$ cat src/rtl/pmem_arbiter_pkg.sv
// Shared types for the physical-memory arbiter slice.
// Provides lc3b_word, lc3b_cline, the arbiter state enum and grant bundle.
package lc3b_types;

    typedef logic [15:0]  lc3b_word;
    typedef logic [127:0] lc3b_cline;

    typedef enum logic [1:0] {
        IDLE     = 2'd0,
        GRANT_L2 = 2'd1,
        GRANT_PF = 2'd2
    } pmem_arb_state_t;

    // One-hot grant: at most one field set, none in IDLE.
    typedef struct packed {
        logic pf;
        logic l2;
    } pmem_grant_t;

endpackage

$ cat src/rtl/pmem_arbiter_fsm.sv
// Arbiter FSM: state register, next-state logic and starvation counter.
// Ports: clk, rst_n, dreq_i, pf_req_i, pmem_resp_i in; grant_o one-hot out.
module pmem_arbiter_fsm
    import lc3b_types::*;
#(
    parameter int unsigned STARVE_LIMIT = 4
) (
    input  logic        clk,
    input  logic        rst_n,
    input  logic        dreq_i,
    input  logic        pf_req_i,
    input  logic        pmem_resp_i,
    output pmem_grant_t grant_o
);

    localparam logic [3:0] LIMIT = 4'(STARVE_LIMIT);

    pmem_arb_state_t state_q, state_d;
    logic [3:0]      cnt_q, cnt_d;

    always_ff @(posedge clk or negedge rst_n) begin
        if (!rst_n) begin
            state_q <= IDLE;
            cnt_q   <= '0;
        end else begin
            state_q <= state_d;
            cnt_q   <= cnt_d;
        end
    end

    always_comb begin
        state_d = state_q;
        cnt_d   = cnt_q;
        grant_o = '0;
        unique case (state_q)
            IDLE: begin
                // Prefetcher withdrew: its wait history no longer matters.
                if (!pf_req_i)
                    cnt_d = '0;
                if (pf_req_i && cnt_q == LIMIT) begin
                    state_d = GRANT_PF;
                    cnt_d   = '0;
                end else if (dreq_i) begin
                    state_d = GRANT_L2;
                    if (pf_req_i)
                        cnt_d = cnt_q + 4'd1;
                end else if (pf_req_i) begin
                    state_d = GRANT_PF;
                    cnt_d   = '0;
                end
            end
            GRANT_L2: begin
                grant_o.l2 = 1'b1;
                if (pmem_resp_i)
                    state_d = IDLE;
            end
            GRANT_PF: begin
                grant_o.pf = 1'b1;
                if (pmem_resp_i)
                    state_d = IDLE;
            end
            default: state_d = IDLE;
        endcase
    end

endmodule

$ cat src/rtl/pmem_arbiter.sv
// Shares the pmem port between L2 demand traffic and the prefetcher.
// Ports: l2_* and pf_* requester sides, pmem_* memory side, clk/rst_n.
module pmem_arbiter
    import lc3b_types::*;
#(
    parameter int unsigned STARVE_LIMIT = 4
) (
    input  logic      clk,
    input  logic      rst_n,
    input  logic      l2_pmem_read,
    input  logic      l2_pmem_write,
    input  lc3b_word  l2_pmem_address,
    input  lc3b_cline l2_pmem_wdata,
    output lc3b_cline l2_pmem_rdata,
    output logic      l2_pmem_resp,
    input  logic      pf_pmem_read,
    input  lc3b_word  pf_pmem_address,
    output lc3b_cline pf_pmem_rdata,
    output logic      pf_pmem_resp,
    output logic      pmem_read,
    output logic      pmem_write,
    output lc3b_word  pmem_address,
    output lc3b_cline pmem_wdata,
    input  lc3b_cline pmem_rdata,
    input  logic      pmem_resp
);

    pmem_grant_t grant;

    pmem_arbiter_fsm #(
        .STARVE_LIMIT (STARVE_LIMIT)
    ) u_fsm (
        .clk         (clk),
        .rst_n       (rst_n),
        .dreq_i      (l2_pmem_read | l2_pmem_write),
        .pf_req_i    (pf_pmem_read),
        .pmem_resp_i (pmem_resp),
        .grant_o     (grant)
    );

    // Read data is broadcast; only resp tells a requester it is valid.
    assign l2_pmem_rdata = pmem_rdata;
    assign pf_pmem_rdata = pmem_rdata;

    always_comb begin
        pmem_read    = 1'b0;
        pmem_write   = 1'b0;
        pmem_address = '0;
        pmem_wdata   = '0;
        l2_pmem_resp = 1'b0;
        pf_pmem_resp = 1'b0;
        unique case (1'b1)
            grant.l2: begin
                pmem_read    = l2_pmem_read;
                pmem_write   = l2_pmem_write;
                pmem_address = l2_pmem_address;
                pmem_wdata   = l2_pmem_wdata;
                l2_pmem_resp = pmem_resp;
            end
            grant.pf: begin
                pmem_read    = pf_pmem_read;
                pmem_address = pf_pmem_address;
                pf_pmem_resp = pmem_resp;
            end
            default: ;
        endcase
    end

endmodule
$ cat config.mk
export PLATFORM = sky130hd
export DESIGN_NAME = pmem_arbiter
export DESIGN_NICKNAME = d
export VERILOG_FILES = /design/src/rtl/pmem_arbiter_pkg.sv /design/src/rtl/pmem_arbiter_fsm.sv /design/src/rtl/pmem_arbiter.sv
export SDC_FILE = /design/constraint.sdc
export NUM_CORES = 1
export LEC_CHECK = 0
export ABC_AREA = 1
export BUFFER_PORTS_ARGS = -buffer_cell sky130_fd_sc_hd__buf_2
export CAP_MARGIN = 10
export CORE_AREA = 2 2 273 275
export DETAILED_ROUTE_END_ITERATION = 10
export DIE_AREA = 0 0 275 277
export PLACE_DENSITY = 0.35
export RECOVER_POWER = 50
export SYNTH_ARGS = -nofsm -noshare
export SYNTH_HDL_FRONTEND = slang
export SYNTH_SLANG_ARGS = --single-unit
$ cat constraint.sdc
create_clock -name clk -period 3.9 [get_ports clk]
set_clock_uncertainty 0.15 [all_clocks]
set_input_delay 0.39 -clock clk [delete_from_list [all_inputs] [get_ports clk]]
set_output_delay 0.39 -clock clk [all_outputs]
set_load 0.05 [all_outputs]
==> flow_summary.html <==
<table>
<tr><th>Metric</th><th>Value</th></tr>
<tr><th colspan="2">Status</th></tr>
<tr><td>Outcome</td><td>complete, no violations</td></tr>
<tr><th colspan="2">Yosys</th></tr>
<tr><td>Share of flip-flops with an asynchronous set or reset</td><td>100%</td></tr>
<tr><td>Flip-flop and latch count after synthesis</td><td>6</td></tr>
<tr><td>Number of enable-type register cells in the synthesized netlist</td><td>0</td></tr>
<tr><td>Fraction of post-synthesis cell area in the top cell type by area</td><td>56.0%</td></tr>
<tr><td>Main combinational cell family by area after synthesis</td><td>buffers and inverters</td></tr>
<tr><td>Number of nets produced by synthesis</td><td>943</td></tr>
<tr><td>Post-synthesis sequential area ratio</td><td>4.09%</td></tr>
<tr><td>Library cell occupying the most area in the post-synthesis netlist</td><td>sky130_fd_sc_hd__buf_4</td></tr>
<tr><td>XOR/XNOR Fraction of Synth Area</td><td>0.238%</td></tr>
<tr><td>Mux contribution to synthesized area</td><td>0%</td></tr>
<tr><td>Mapped Cells</td><td>644</td></tr>
<tr><td>Number of distinct standard cells referenced by the synthesized netlist</td><td>14</td></tr>
<tr><td>Dominant cell by count in the synthesized netlist</td><td>sky130_fd_sc_hd__buf_4</td></tr>
<tr><td>Basic-gate share of the synthesized area counting and, or, nand and nor cells</td><td>19.7%</td></tr>
<tr><td>Synthesized-area fraction occupied by adder cells</td><td>1.70%</td></tr>
<tr><td>Largest cells by area after synthesis</td><td>sky130_fd_sc_hd__buf_4, sky130_fd_sc_hd__nand2_1, sky130_fd_sc_hd__inv_1, sky130_fd_sc_hd__dfrtp_1, sky130_fd_sc_hd__a21oi_1</td></tr>
<tr><td>Area fraction in compound gates after synthesis</td><td>3.27%</td></tr>
<tr><td>Post-synthesis instance area</td><td>3670 µm²</td></tr>
<tr><td>Post-synth top flop</td><td>sky130_fd_sc_hd__dfrtp_1</td></tr>
<tr><td>Avg Synthesized Cell Area</td><td>5.70 µm²</td></tr>
<tr><td>Count of synthesis-stage warnings from yosys</td><td>0</td></tr>
<tr><td>Commonest cells post-synth</td><td>sky130_fd_sc_hd__buf_4, sky130_fd_sc_hd__nand2_1, sky130_fd_sc_hd__inv_1, sky130_fd_sc_hd__a21oi_1, sky130_fd_sc_hd__nor2_1</td></tr>
<tr><th colspan="2">Die</th></tr>
<tr><td>DIE WIDTH</td><td>275 µm</td></tr>
<tr><td>Top-Level Pins</td><td>698</td></tr>
<tr><td>Die area</td><td>76,200 µm²</td></tr>
<tr><td>Floorplan row count</td><td>100</td></tr>
<tr><td>CORE AREA</td><td>73,600 µm²</td></tr>
<tr><td>Initial Util</td><td>4.99%</td></tr>
<tr><td>Height of the die</td><td>277 µm</td></tr>
<tr><th colspan="2">Global route</th></tr>
<tr><td>Antenna violations before repair</td><td>29</td></tr>
<tr><td>Maximum number of pins on one net before global-route repair</td><td>71</td></tr>
<tr><td>Via count of the first global-routing pass</td><td>3,572</td></tr>
<tr><td>Sum of overflow across all layers after global routing</td><td>0</td></tr>
<tr><td>Wire length of the first global-routing pass</td><td>28,400 µm</td></tr>
<tr><td>Gr usage total</td><td>5.54%</td></tr>
<tr><th colspan="2">CTS</th></tr>
<tr><td>Buffers from clock root to sink, at most</td><td>2</td></tr>
<tr><td>Clock insertion delay at the later pin of the skew report</td><td>0.23 ns</td></tr>
<tr><td>TritonCTS buffer count</td><td>3</td></tr>
<tr><td>CTS sink cnt</td><td>6</td></tr>
<tr><td>Clock Root Buffer</td><td>sky130_fd_sc_hd__clkbuf_16</td></tr>
<tr><td>Post-CTS sizing</td><td>0</td></tr>
<tr><td>Clock transition at path regs</td><td>0.03 ns</td></tr>
<tr><td>H-tree lvl count</td><td>1</td></tr>
<tr><td>TritonCTS clock tree</td><td>yes</td></tr>
<tr><th colspan="2">Critical path</th></tr>
<tr><td>Capturing element type of the critical path</td><td>primary output</td></tr>
<tr><td>Number of cells traversed by the worst register-to-register path</td><td>8</td></tr>
<tr><td>R2r setup slk</td><td>2.38 ns</td></tr>
<tr><td>Required time of the critical path</td><td>3.36 ns</td></tr>
<tr><td>Worst r2r src</td><td>u_fsm.state_q[0]</td></tr>
<tr><td>WP data arrival</td><td>2.15 ns</td></tr>
<tr><td>Critical Setup Path Class</td><td>reg2out</td></tr>
<tr><td>FF-to-FF End</td><td>u_fsm.state_q[1]</td></tr>
<tr><td>Crit start category</td><td>flop</td></tr>
<tr><td>Worst-path fanout max</td><td>42</td></tr>
<tr><th colspan="2">Place</th></tr>
<tr><td>Number of port buffers</td><td>313</td></tr>
<tr><td>Dpl hpwl</td><td>20,400 µm</td></tr>
<tr><td>Final weighted congestion in routability-driven placement</td><td>0.729</td></tr>
<tr><td>Pre-CTS WS</td><td>1.40 ns</td></tr>
<tr><th colspan="2">Power</th></tr>
<tr><td>Leakage power</td><td>3.07 nW</td></tr>
<tr><td>Maximum VDD drop</td><td>0.423 mV</td></tr>
<tr><td>Cell area power density</td><td>752 nW/µm²</td></tr>
<tr><th colspan="2">Timing</th></tr>
<tr><td>Final worst-path cycle share</td><td>68.9%</td></tr>
<tr><td>Count of final hold-check violations</td><td>0</td></tr>
<tr><td>Unrepaired setup endpoints after global routing</td><td>false</td></tr>
<tr><td>Post-layout min period</td><td>2.69 ns</td></tr>
<tr><td>Slew margin rel.</td><td>52.4%</td></tr>
<tr><td>Slew of the pin with the lowest slew margin</td><td>0.714 ns</td></tr>
<tr><td>Maximum clock frequency</td><td>372 MHz</td></tr>
<tr><td>Slack of the critical path</td><td>1.21 ns</td></tr>
<tr><td>Setup-failing EPs final</td><td>0</td></tr>
<tr><td>Summed negative setup slack over all endpoints</td><td>0 ns</td></tr>
<tr><td>Slew Viols, Final</td><td>0</td></tr>
<tr><th colspan="2">Drt</th></tr>
<tr><td>Total length of routed wires</td><td>22,800 µm</td></tr>
<tr><td>WL/cell</td><td>13.7 µm</td></tr>
<tr><td>DR pass1 iterations</td><td>3</td></tr>
<tr><td>Initial DRC Count</td><td>85</td></tr>
<tr><td>Via Count</td><td>3,672</td></tr>
<tr><td>Via count normalized by instance count</td><td>2.21</td></tr>
<tr><td>DR DRC count</td><td>0</td></tr>
<tr><td>Remaining number of nets flagged by the antenna check after routing</td><td>0</td></tr>
<tr><th colspan="2">Finish</th></tr>
<tr><td>Final layout net count</td><td>988</td></tr>
<tr><td>Signed area change from the synthesized netlist to the final layout</td><td>23.1%</td></tr>
<tr><td>Share of post-route cells with drive strength above 1</td><td>46.6%</td></tr>
<tr><th colspan="2">Worst hold path</th></tr>
<tr><td>WHS Endpoint</td><td>u_fsm.state_q[1]</td></tr>
<tr><td>Worst hold start</td><td>u_fsm.state_q[1]</td></tr>
<tr><td>Path category of the worst min-delay check</td><td>reg2reg</td></tr>
<tr><td>Count of cells along the worst hold path</td><td>2</td></tr>
<tr><th colspan="2">Flow run</th></tr>
<tr><td>Max-cap check violation count</td><td>0</td></tr>
</table>
-- cells in the final DEF, fill, tap and decap left out, drive strengths merged --
cell type      n
nor2           8
dlygate4sd3    1
nand3          3
diode          5
nand2        176
o21ai          1
nand4          3
dfrtp          6
clkbuf         3
a21oi         17
xnor2          1
ha             5
o21bai         4
inv          144
buf          315
-- area by class of cell --
type / count / area [µm²]
Fill cell: 8841 / 69000
Multi-Input combinational cell: 218 / 928
Sequential cell: 6 / 150
Antenna cell: 5 / 12.5
Tap cell: 969 / 1210
Inverter: 144 / 541
Clock buffer: 3 / 75.1
Timing Repair Buffer: 316 / 1600
-- metrics by stage --
| stage | utilization, % | cell area, µm² | instances | power [mW] | hold WS [ns] |
|---|---|---|---|---|---|
| finish | 6.15 | 4520 | 1661 | 3.40 | 0.383 |
| global route | 6.13 | 4510 | 1657 | 3.68 | 0.420 |
| CTS | 6.13 | 4510 | 1656 | 3.48 | 0.388 |
| detailed placement | 6.02 | 4430 | 1652 | 3.30 | 0.0832 |
| global placement | 6.02 | 4430 | 1652 | 3.32 | 0.0874 |
| floorplan | - | 3670 | 644 | 3.26 | -0.0556 |
-- layer usage --
layer  share of wire [%]  GRT usage [%]  vias up
met3                  22           5.19      151
met5                0.77          0.193        -
met1                  30           4.76     1382
met2                  40           8.29      471
met4                 7.0           3.41       26
li1                    -              -     1642
-- worst max-delay path, stage by stage (launching register included) --
cell                      delay [ns]
sky130_fd_sc_hd__dfrtp_1        0.39
sky130_fd_sc_hd__inv_1          0.12
sky130_fd_sc_hd__ha_4           0.44
sky130_fd_sc_hd__buf_4          0.43
sky130_fd_sc_hd__nand2_1        0.10
sky130_fd_sc_hd__a21oi_1        0.14
sky130_fd_sc_hd__buf_2          0.27
-- cells by family after synthesis --
kind of cell,after synthesis
adders and majority gates,5
xor gates and xnor gates,1
and+or+nand+nor,190
DFF,6
buffers and inverters,420
AOI/OAI and AO/OA,22
-- sequential cells by signal, indices dropped and copies added, names as in the netlist --
name and flops:
u_fsm.state_q 2, u_fsm.cnt_q 4
-- where the power goes --
part	total [mW]	switching [mW]	internal (mW)
Combinational	3.13	2.52	0.613
Sequential	0.107	0.0243	0.0824
Clock	0.165	0.0336	0.132
Total	3.40	2.58	0.827
-- worst max-delay path by stage --
stage	cells after the start	start	endpoint
6_report	6	u_fsm.state_q[1]	pmem_address[2]
5_1_grt	6	u_fsm.state_q[1]	pmem_address[2]
4_1_cts	6	u_fsm.state_q[1]	pmem_address[12]
3_5_place_dp	6	u_fsm.state_q[1]	pmem_address[12]
3_3_place_gp	6	u_fsm.state_q[1]	pmem_address[12]
2_1_floorplan	5	u_fsm.state_q[0]	pmem_address[0]
-- repair_timing --
| item | 4_1_cts | 5_1_grt |
|---|---|---|
| hold buffers | 1 | 0 |
| endpoints found under the setup margin | 0 | 0 |
| setup buffers | 0 | 0 |
| endpoints found under the hold margin | 6 | 0 |
Power figures use the tool's default switching activity.
